`src/rtl/led_pkg.sv`:
```
// Shared definitions for the multi-channel LED driver: mode encodings and width helpers.
package led_pkg;

    localparam int unsigned MODE_W = 2;

    localparam logic [MODE_W-1:0] MODE_OFF     = 2'b00;
    localparam logic [MODE_W-1:0] MODE_ON      = 2'b01;
    localparam logic [MODE_W-1:0] MODE_BLINK   = 2'b10;
    localparam logic [MODE_W-1:0] MODE_ONESHOT = 2'b11;

    // Channel-select width; a single channel still needs a 1-bit select port.
    function automatic int unsigned ch_width(input int unsigned n);
        return (n > 1) ? $clog2(n) : 1;
    endfunction

endpackage

```
`src/rtl/tick_gen.sv`:
```
// Free-running prescaler; o_tick is high for the one cycle in which the count is TICK_DIV-1.
module tick_gen #(
    parameter int unsigned TICK_DIV = 50_000
) (
    input  logic i_clk,
    input  logic i_rst_n,
    output logic o_tick
);

    localparam int unsigned CNT_W = (TICK_DIV > 2) ? $clog2(TICK_DIV) : 1;

    logic [CNT_W-1:0] r_cnt;
    logic             r_tick;

    // Tick is registered one count early so it coincides with count == TICK_DIV-1.
    always_ff @(posedge i_clk) begin
        if (!i_rst_n) begin
            r_cnt  <= '0;
            r_tick <= 1'b0;
        end else begin
            if (r_cnt == CNT_W'(TICK_DIV - 1)) begin
                r_cnt <= '0;
            end else begin
                r_cnt <= r_cnt + CNT_W'(1);
            end
            r_tick <= (r_cnt == CNT_W'(TICK_DIV - 2));
        end
    end

    assign o_tick = r_tick;

endmodule

```
`src/rtl/led_blink_multi.sv`:
```
// Multi-channel LED driver: shared tick prescaler, per-channel OFF/ON/BLINK/ONESHOT with
// a runtime half-period measured in ticks.
module led_blink_multi
    import led_pkg::*;
#(
    parameter int unsigned CH_NUM   = 4,
    parameter int unsigned TICK_DIV = 50_000,
    parameter int unsigned HP_W     = 10
) (
    input  logic                          sys_clk,
    input  logic                          sys_rst_n,
    input  logic                          cfg_we,
    input  logic [ch_width(CH_NUM)-1:0]   cfg_ch,
    input  logic [MODE_W-1:0]             cfg_mode,
    input  logic [HP_W-1:0]               cfg_half,
    output logic [CH_NUM-1:0]             led_out,
    output logic                          tick_out
);

    localparam int unsigned CH_W = ch_width(CH_NUM);

    logic w_tick;

    tick_gen #(
        .TICK_DIV (TICK_DIV)
    ) u_tick_gen (
        .i_clk   (sys_clk),
        .i_rst_n (sys_rst_n),
        .o_tick  (w_tick)
    );

    assign tick_out = w_tick;

    for (genvar i = 0; i < CH_NUM; i++) begin : g_ch
        logic [MODE_W-1:0] r_mode;
        logic [HP_W-1:0]   r_half;
        logic [HP_W-1:0]   r_count;
        logic              r_led;
        logic              w_wr;
        logic [HP_W-1:0]   w_last;

        // Selects beyond CH_NUM-1 match no channel, so such writes are dropped.
        assign w_wr   = cfg_we && (cfg_ch == CH_W'(i));
        assign w_last = (r_half == '0) ? '0 : (r_half - HP_W'(1));

        // A write on a tick cycle takes priority over the tick for this channel.
        always_ff @(posedge sys_clk) begin
            if (!sys_rst_n) begin
                r_mode  <= MODE_OFF;
                r_half  <= '0;
                r_count <= '0;
                r_led   <= 1'b0;
            end else if (w_wr) begin
                r_mode  <= cfg_mode;
                r_half  <= cfg_half;
                r_count <= '0;
                r_led   <= (cfg_mode != MODE_OFF);
            end else if (w_tick) begin
                case (r_mode)
                    MODE_BLINK: begin
                        if (r_count == w_last) begin
                            r_led   <= ~r_led;
                            r_count <= '0;
                        end else begin
                            r_count <= r_count + HP_W'(1);
                        end
                    end
                    MODE_ONESHOT: begin
                        if (r_count == w_last) begin
                            r_led   <= 1'b0;
                            r_mode  <= MODE_OFF;
                            r_count <= '0;
                        end else begin
                            r_count <= r_count + HP_W'(1);
                        end
                    end
                    default: begin
                        r_count <= '0;
                    end
                endcase
            end
        end

        assign led_out[i] = r_led;
    end

endmodule

```
`config.mk`:
```
export PLATFORM = sky130hd
export DESIGN_NAME = led_blink_multi
export DESIGN_NICKNAME = d
export VERILOG_FILES = /design/src/rtl/led_pkg.sv /design/src/rtl/tick_gen.sv /design/src/rtl/led_blink_multi.sv
export SDC_FILE = /design/constraint.sdc
export NUM_CORES = 1
export LEC_CHECK = 0
export CORE_UTILIZATION = 45
export CTS_CLUSTER_SIZE = 12
export DETAILED_ROUTE_END_ITERATION = 12
export GPL_ROUTABILITY_DRIVEN = 0
export HOLD_SLACK_MARGIN = 0.1
export PLACE_DENSITY = 0.71
export SYNTH_ARGS = -nofsm -noshare
export SYNTH_HDL_FRONTEND = slang
export SYNTH_HIERARCHICAL = 1
export SYNTH_SLANG_ARGS = --single-unit
```
`constraint.sdc`:
```
create_clock -name sys_clk -period 3.9 [get_ports sys_clk]
set_clock_uncertainty 0.2 [all_clocks]
set_input_delay 0.39 -clock sys_clk [delete_from_list [all_inputs] [get_ports sys_clk]]
set_output_delay 0.39 -clock sys_clk [all_outputs]
set_load 0.01 [all_outputs]
```
==> results.json, run 1 <==
{
  "root_buffer": "clkbuf_16",
  "clock.fmax_ghz": 0.293,
  "drtIter0Drc": 622,
  "grt_util_all_layers_pct": 20.9,
  "slew_viol_final": 0,
  "min_path_type": "reg2reg",
  "synth_cell_types": 78,
  "reg2reg_to": "g_ch[2].r_count[6]",
  "vias": 6221,
  "async_flop_share_pct": 0,
  "row_count": 44,
  "ios": 22,
  "hold_viol_final": 0,
  "maxSlewHeadroom_pct": 37.3,
  "dp.cells": 1039,
  "cts_resized": 0,
  "synth_area_per_cell_um2": 7.69,
  "dp_hpwl_um": 11300,
  "crit_end": "g_ch[2].r_count[6]",
  "synth_top_area_share_pct": 32.4,
  "drive_gt1_share_pct": 5.98,
  "ys_seq_elements": 109,
  "critPathLaunch": "g_ch[2].r_half[0]",
  "dr.pass1.iters": 6,
  "syn2layout_area_growth_pct": 7.90,
  "rsz0062_at_grt": "no",
  "io_buffers": 21,
  "layout_min_cycle_time_ps": 3420,
  "cap_violations": 0,
  "worst_pin_slew_ps": 936,
  "syn_area_um2": 6750,
  "crit_fanout": 8,
  "synth_cells": 877,
  "cp-start-kind": "flop",
  "cts_tree": "yes",
  "yosys.area.top_type": "dfxtp_1",
  "grt_max_degree": 47,
  "power.leakage_nw": 2.51,
  "reg2reg_from": "g_ch[2].r_half[0]",
  "yosysSeqAreaShare_pct": 32.4,
  "initial_core_util_pct": 46.2,
  "synthTopCellsByArea": "dfxtp_1 (32%), nand2_1 (8.5%), a21boi_0 (5.1%)",
  "grt_pass1_wl_um": 26900,
  "h-tree-depth": 3,
  "tns_ps": 0,
  "rr_worst_depth": 10,
  "drc": 0,
  "status": "finished, final reports clean",
  "mostFrequentLayoutCell": "nand2_1",
  "yosys_most_used_dff": "dfxtp_1",
  "clk_latency_ps": 360,
  "die_w_um": 124,
  "vias_per_cell": 5.90,
  "setup_viol": 0,
  "post_cts_buffers": 0,
  "required_ps": 3960,
  "synth_warnings": 6,
  "fp.coreArea_um2": 14600,
  "cp_data_arrival_time_ps": 3470,
  "layout_common_cells": "nand2_1 (152), dfxtp_1 (109), nor2_1 (61), a21boi_0 (46), nand3_1 (41)",
  "antenna_left": 0,
  "grt_pass1_vias": 5492,
  "fin_nets": 894,
  "ir_worst_vdd_mv": 0.288,
  "wl_per_cell_um": 15.1,
  "grt-ovfl-total": 0,
  "r2r_slack_ps": 480,
  "cts_buffers": 9,
  "synth_edf_count": 0,
  "period_share_pct": 87.6,
  "die_area_um2": 15500,
  "fin_cells": 1054,
  "cts.path.max_buffers": 2,
  "antenna_found_initial": 0,
  "cts_hold_buf": 0,
  "clock-sinks": 109,
  "synth_nets": 905,
  "path_clk_slew_ps": 70,
  "path_class": "reg2reg",
  "nFillCells": 1387,
  "n_antenna_cell": 0,
  "p_per_area_nw_per_um2": 335,
  "routed_wl_um": 15900,
  "endpoint_kind": "flop",
  "die_y_um": 124
}
==> layer usage <==
metal | global-route usage (%) | wire [um] | share of wire (%) | vias to the layer above
li1 | - | - | - | 3160
met1 | 28.7 | 7820 | 49 | 2916
met2 | 33.1 | 7220 | 45 | 128
met3 | 3.78 | 629 | 4.0 | 17
met4 | 6.17 | 244 | 1.5 | 0
met5 | 0 | 0 | 0 | -
==> worst min-delay path by stage <==
| stage | start | end | slack (ps) | depth (start not counted) |
|---|---|---|---|---|
| after floorplan | g_ch[0].r_count[9] | g_ch[0].r_count[9] | 250 | 1 |
| after global placement | g_ch[0].r_count[9] | g_ch[0].r_count[9] | 280 | 1 |
| after detailed placement | g_ch[3].r_half[8] | g_ch[3].r_half[8] | 290 | 2 |
| after CTS | sys_rst_n | g_ch[3].r_led | 300 | 3 |
| after global routing | sys_rst_n | g_ch[0].r_half[0] | 330 | 2 |
| final | g_ch[0].r_count[9] | g_ch[0].r_count[9] | 300 | 1 |
==> state kept, by name, indices dropped and copies added (netlist names) <==
signal,count
g_ch.r_mode,8
g_ch.r_led,4
u_tick_gen/o_tick,1
g_ch.r_half,40
u_tick_gen/r_cnt,16
g_ch.r_count,40
==> logic make-up after synthesis <==
kind of cell | Yosys count | synth area share (%)
AOI/OAI and AO/OA | 214 | 22.7
adders and majority gates | 11 | 2.04
muxes | 10 | 1.50
and+or+nand+nor | 410 | 30.6
xor gates and xnor gates | 46 | 5.97
buffers and inverters | 77 | 4.84
DFF | 109 | 32.4
==> worst max-delay path: stages (launching register included) <==
cell and delay [ps]:
dfxtp_1 370, inv_1 120, ha_1 200, or4b_1 590, nor4_1 270, a311oi_1 70, a2111oi_0 540, o2111ai_2 330
nand3_2 260, nor2_2 110, a31o_2 250
==> cells in the mapped netlist, drive strengths merged, types with 6 or more instances <==
cell type	number
nor2	62
and3	12
xor2	15
nor4	18
nand2	152
nand3	42
a31oi	18
a32oi	7
a211oi	7
o31ai	10
nor4b	6
buf	13
ha	11
inv	29
or3	14
a21boi	47
nor2b	9
xnor2	31
nor3	28
nor3b	6
a21oi	23
nand2b	12
o211ai	7
mux2i	9
dfxtp	109
o21ai	40
nand4	11
a31o	6
or2	9
o41ai	7
or4	11
clkbuf	35
==> cell type report <==
type	count	area, um^2	area share [%]
inverters	29	109	1.50
clock inverters	3	21.3	0.292
multi-input cells	691	4240	58.2
repair buffers	26	243	3.34
clock buffers	12	256	3.52
flip-flops and latches	109	2180	30.0
well taps	184	230	3.16
==> through the flow <==
step | hold slack (ps) | worst slack (ps) | util [%] | cell area, um^2 | power [W]
floorplan | 251 | 889 | - | 6750 | 0.00148
global placement | 280 | 525 | 48.0 | 7000 | 0.00157
detailed placement | 293 | 479 | 48.0 | 7000 | 0.00157
CTS | 299 | 467 | 49.9 | 7280 | 0.00246
global route | 326 | 276 | 49.9 | 7280 | 0.00255
finish | 300 | 482 | 49.9 | 7280 | 0.00244
==> report_power, final <==
part | leakage [nW] | internal (W) | switching (W)
combinational | 1.49 | 0.000161 | 0.000220
clock | 0.135 | 0.000466 | 0.000422
sequential | 0.882 | 0.00113 | 0.0000340
No activity file was read; power rests on OpenSTA's default activity.
==> run 2: changes to the inputs <==
CAP_MARGIN = 20   (was not set)
PLACE_DENSITY = 0.73   (was 0.71)
clock period = 3.1 ns   (was 3.9 ns; I/O delays follow)
==> run 2 against run 1 <==
  * Combinational power is 52% higher
  * Register-to-register slack worse by 410 ps
  * Design area is 6.4% higher
  * Clock power is 27% higher
  * Routed wire length is 5.5% higher
  * Sequential power is 25% higher
  * Largest power group unchanged
==> results.json, run 2 (same netlist as run 1, synthesis figures left out) <==
{
  "final_cell_area_um2": 7750,
  "drtIter0Drc": 641,
  "min_path_type": "in2reg",
  "clock-sinks": 109,
  "nFillCells": 1371,
  "combPwrFrac_pct": 18.3,
  "cp_data_arrival_time_ps": 3130,
  "endpoint_kind": "flop",
  "grt_max_degree": 39,
  "cts_tree": "yes",
  "path_clk_slew_ps": 70,
  "routed_wl_um": 16800,
  "row_count": 44,
  "power.leakage_nw": 2.79,
  "layout_common_cells": "nand2_1 (151), dfxtp_1 (109), nor2_1 (61), buf_4 (47), a21boi_0 (46)",
  "rsz0062_at_grt": "yes",
  "hold-path-cell-count": 3,
  "status": "finished, final reports clean",
  "power_frac_seq_pct": 46.1,
  "power.switching_w": 0.000909,
  "fp.coreArea_um2": 14600,
  "crit_buf_inv": 3,
  "path_class": "reg2reg",
  "switching_share_pct": 28.7,
  "ir_worst_vdd_mv": 0.302,
  "vias_per_cell": 5.84,
  "fin_cells": 1097,
  "dp.cells": 1078,
  "max_stage_delay_ps": 500,
  "dp_hpwl_um": 11700,
  "rr_worst_depth": 12,
  "reg2reg_from": "g_ch[2].r_half[1]",
  "wl_per_cell_um": 15.3,
  "power.internal_w": 0.00226,
  "crit_path_frequent_cell": "buf_4",
  "p_per_area_nw_per_um2": 409,
  "cts_buffers": 9,
  "cts.path.max_buffers": 2,
  "cts_hold_buf": 0,
  "grt-ovfl-total": 0,
  "worst_path_max_delay_cell": "or4b_4",
  "io_buffers": 21,
  "initial_core_util_pct": 46.2,
  "mostFrequentLayoutCell": "nand2_1",
  "clk_latency_ps": 360,
  "n_antenna_cell": 0,
  "slew_viol_final": 0,
  "dr.pass1.iters": 5,
  "antenna_found_initial": 0,
  "cap_violations": 0,
  "drive_gt1_share_pct": 12.8,
  "reg_top3": "g_ch.r_count: 40 flops, g_ch.r_half: 40 flops, u_tick_gen/r_cnt: 16 flops",
  "grt_pass1_vias": 5707,
  "required_ps": 3210,
  "setup_viol": 0,
  "r2r_slack_ps": 80,
  "layout_min_cycle_time_ps": 3020,
  "root_buffer": "clkbuf_16",
  "crit_fanout": 8,
  "path_cells": "inv_1 > ha_4 > or4b_4 > buf_4 > or4_1 > nand3_1 > a2111oi_0 > buf_4 > o2111ai_2 > nand3_4 > o41ai_2 > a31o_2",
  "vias": 6401,
  "clock.fmax_ghz": 0.331,
  "ios": 22,
  "drc": 0,
  "die_w_um": 124,
  "reg2reg_to": "g_ch[2].r_count[4]",
  "hold_path_end": "g_ch[3].r_led",
  "hp-start": "sys_rst_n",
  "grt_pass1_wl_um": 27900,
  "die_area_um2": 15500,
  "die_y_um": 124,
  "hold_viol_final": 0,
  "antenna_left": 0,
  "fin_nets": 936,
  "maxSlewHeadroom_pct": 53.4,
  "grt_util_all_layers_pct": 21.5,
  "period_share_pct": 97.5,
  "placed_area_um2": 7290,
  "critPathTopFamily": "simple AND/OR/NAND/NOR gates",
  "cp-start-kind": "flop",
  "p_clk_share_pct": 35.6,
  "h-tree-depth": 3,
  "syn2layout_area_growth_pct": 14.8,
  "worst_pin_slew_ps": 698
}
-- run 2: area by class of cell --
type | count | area (um^2) | area share (%)
clock buffers | 11 | 243 | 3.13
clock inverters | 5 | 35.0 | 0.452
inverters | 29 | 109 | 1.41
multi-input cells | 691 | 4390 | 56.7
flip-flops and latches | 109 | 2180 | 28.2
well taps | 184 | 230 | 2.97
repair buffers | 68 | 558 | 7.20
-- run 2: per-stage QoR --
stage               power, W  setup slack [ps]  util, %  TNS, ps  hold WS (ps)
finish               0.00317              76.4     53.1        0           284
global route         0.00330              -109     53.1     -472           288
CTS                  0.00315              29.6     52.0        0           262
detailed placement   0.00203             -28.4     50.0     -114           291
global placement     0.00202              43.3     50.0        0           276
floorplan            0.00186              89.5        -        0           251
-- run 2: repair_timing --
action | in CTS | in global routing
gates cloned | 0 | 0
setup buffers | 0 | 3
pin swaps | 0 | 13
endpoints found under the setup margin | 8 | 31
resized for setup | 4 | 25
-- run 2: power by group through the flow --
stage	logic (W)	clock network, W	registers (W)
after floorplan	0.000372	0	0.00148
after global placement	0.000528	0	0.00149
after detailed placement	0.000534	0	0.00149
after CTS	0.000543	0.00115	0.00146
after global routing	0.000636	0.00120	0.00147
final	0.000581	0.00113	0.00146
-- run 2: worst max path at each step --
stage,cells after the start,end,slack (ps),startpoint
after floorplan,10,g_ch[0].r_led,90,g_ch[0].r_half[0]
after global placement,12,g_ch[2].r_count[7],40,g_ch[2].r_half[0]
after detailed placement,12,g_ch[2].r_count[5],-30,g_ch[2].r_half[0]
after CTS,10,g_ch[1].r_led,30,g_ch[1].r_half[0]
after global routing,10,g_ch[1].r_led,-110,g_ch[1].r_half[0]
final,12,g_ch[2].r_count[4],80,g_ch[2].r_half[1]
-- run 2: metal layers --
metal / part of all wire [%] / up-vias / GRT usage, % / wire (um)
met5: 0 / - / 0 / 0
met4: 1.2 / 0 / 4.61 / 195
met3: 4.7 / 20 / 4.64 / 785
met2: 46 / 144 / 34.6 / 7740
met1: 48 / 3004 / 29.4 / 8050
li1: - / 3233 / - / -
-- run 2: worst min-delay path, cell delays in order --
cell and delay, ps:
buf_2 280, o31ai_1 140, a31oi_1 50
==> run 3: changes to the inputs <==
CORE_ASPECT_RATIO = 0.6   (was not set)
==> run 3 against run 2 <==
  * Utilization is essentially flat
  * Clock-buffer cell count is the same
  * First-iteration DRC count shrank 4.7%
  * Non-clock buffer count shrank 3
  * Largest cell class unchanged
  * Sequential share of layout area grew 0.11 points
  * Register-to-register slack is essentially flat
==> results.json, run 3 (same netlist as run 1, synthesis figures left out) <==
{
  "endpoint_kind": "flop",
  "grt_util_all_layers_pct": 22.8,
  "die_y_um": 96.8,
  "h-tree-depth": 3,
  "fin_nets": 933,
  "cts_buffers": 9,
  "worst_pin_slew_ps": 715,
  "fp.coreArea_um2": 14500,
  "dp_hpwl_um": 12900,
  "reg2reg_to": "g_ch[0].r_led",
  "slew_viol_final": 0,
  "period_share_pct": 97.4,
  "die_w_um": 160,
  "rr_worst_depth": 10,
  "status": "finished, final reports clean",
  "crit_end": "g_ch[0].r_led",
  "crit_fanout": 3,
  "max_stage_delay_ps": 500,
  "p_total_w": 0.00320,
  "mostFrequentLayoutCell": "nand2_1",
  "cap_violations": 0,
  "io_buffers": 21,
  "wl_per_cell_um": 16.0,
  "path_cells": "inv_2 > ha_2 > or4b_4 > or4_4 > a21boi_2 > o211ai_1 > a211oi_2 > nand2_1 > or4_1 > a31oi_1",
  "syn2layout_area_growth_pct": 14.4,
  "drc": 0,
  "switching_share_pct": 27.7,
  "p_per_area_nw_per_um2": 414,
  "grt_pass1_wl_um": 29000,
  "ios": 22,
  "antenna_found_initial": 0,
  "drtIter0Drc": 611,
  "cp_data_arrival_time_ps": 3090,
  "min_path_type": "in2reg",
  "cts.path.max_buffers": 2,
  "layout_min_cycle_time_ps": 3020,
  "n_antenna_cell": 0,
  "layout_common_cells": "nand2_1 (152), dfxtp_1 (108), nor2_1 (61), a21boi_0 (46), buf_4 (44)",
  "cts_tree": "yes",
  "wl_met2_um": 6970,
  "drive_gt1_share_pct": 12.6,
  "path_clk_slew_ps": 70,
  "vias_per_cell": 5.94,
  "p_clk_share_pct": 36.2,
  "power.switching_w": 0.000887,
  "grt-ovfl-total": 0,
  "power.internal_w": 0.00231,
  "clk_latency_ps": 350,
  "setup_slack_ps": 80.9,
  "clock.fmax_ghz": 0.331,
  "clock-sinks": 109,
  "ir_worst_vdd_mv": 0.296,
  "grt_max_degree": 27,
  "dr.pass1.iters": 5,
  "place_ws_ps": -29.3,
  "maxSlewHeadroom_pct": 52.2,
  "row_count": 34,
  "routed_wl_um": 17700,
  "initial_core_util_pct": 46.4,
  "r2r_slack_ps": 80,
  "vias": 6577,
  "rsz0062_at_grt": "yes",
  "power_frac_seq_pct": 45.8,
  "routedLengthMet1_um": 9120,
  "critPathLaunch": "g_ch[0].r_half[0]",
  "met3_length_um": 1310,
  "reg2reg_from": "g_ch[0].r_half[0]",
  "cp-start-kind": "flop",
  "antenna_left": 0,
  "worst_path_max_delay_cell": "or4_4",
  "power.leakage_nw": 2.74,
  "top_layer": "met4",
  "path_class": "reg2reg",
  "reg_top3": "g_ch.r_count: 40 flops, g_ch.r_half: 40 flops, u_tick_gen/r_cnt: 16 flops",
  "hold_viol_final": 0,
  "root_buffer": "clkbuf_16",
  "die_area_um2": 15500,
  "combPwrFrac_pct": 18.1,
  "setup_viol": 0,
  "required_ps": 3180,
  "grt_pass1_vias": 5594
}
==> run 3: timing repair <==
action,4_1_cts,5_1_grt
resized for setup,2,29
buffers inserted,0,3
hold buffers,0,0
setup endpoints to repair,7,39
pin swaps,0,8
==> run 3: cell type report <==
cell class	count	area (um^2)
clock buffer	11	233
clock inverter	5	58.8
fill	1390	6830
inverter	29	109
multi-input combinational	691	4350
sequential	109	2180
tap	198	248
timing repair buffer	65	536
==> run 3: worst max-delay path, delay by kind of cell, from the launching register on <==
| family | cells | cell delay (ps) |
|---|---|---|
| buffers and inverters | 1 | 40 |
| AO/OA/AOI/OAI | 4 | 620 |
| adder cells (fa/ha/maj) | 1 | 160 |
| AND/OR/NAND/NOR | 4 | 1580 |
| flip-flops | 1 | 330 |
==> run 3: how the worst min path moves through the flow <==
stage                       start                  to  cells past startpoint
2_1_floorplan  g_ch[0].r_count[9]  g_ch[0].r_count[9]                      1
3_3_place_gp   g_ch[0].r_count[9]  g_ch[0].r_count[9]                      1
3_5_place_dp   g_ch[0].r_count[9]  g_ch[0].r_count[9]                      1
4_1_cts                 sys_rst_n       g_ch[0].r_led                      3
5_1_grt                 sys_rst_n       g_ch[0].r_led                      3
6_report                sys_rst_n       g_ch[0].r_led                      3
==> run 3: power by group through the flow <==
stage | Sequential, W | Combinational, W | Clock, W
after floorplan | 0.00148 | 0.000372 | 0
final | 0.00146 | 0.000578 | 0.00116
after global routing | 0.00147 | 0.000630 | 0.00124
after CTS | 0.00146 | 0.000540 | 0.00118
after detailed placement | 0.00149 | 0.000534 | 0
after global placement | 0.00149 | 0.000529 | 0
==> run 3: layer usage <==
layer	track usage (%)	vias up
met3	3.90	26
met5	0	-
met4	5.27	0
li1	-	3230
met2	30.6	222
met1	36.6	3099
==> run 3: metrics by stage <==
stage          cells  cell area [um^2]  setup TNS (ps)  hold slack, ps  util [%]
4_1_cts         1105              7580               0             224      52.1
2_1_floorplan    877              6750               0             251         -
3_3_place_gp    1089              7290               0             284      50.1
5_1_grt         1108              7720           -88.1             262      53.1
3_5_place_dp    1089              7290            -130             279      50.1
6_report        1108              7720               0             256      53.1
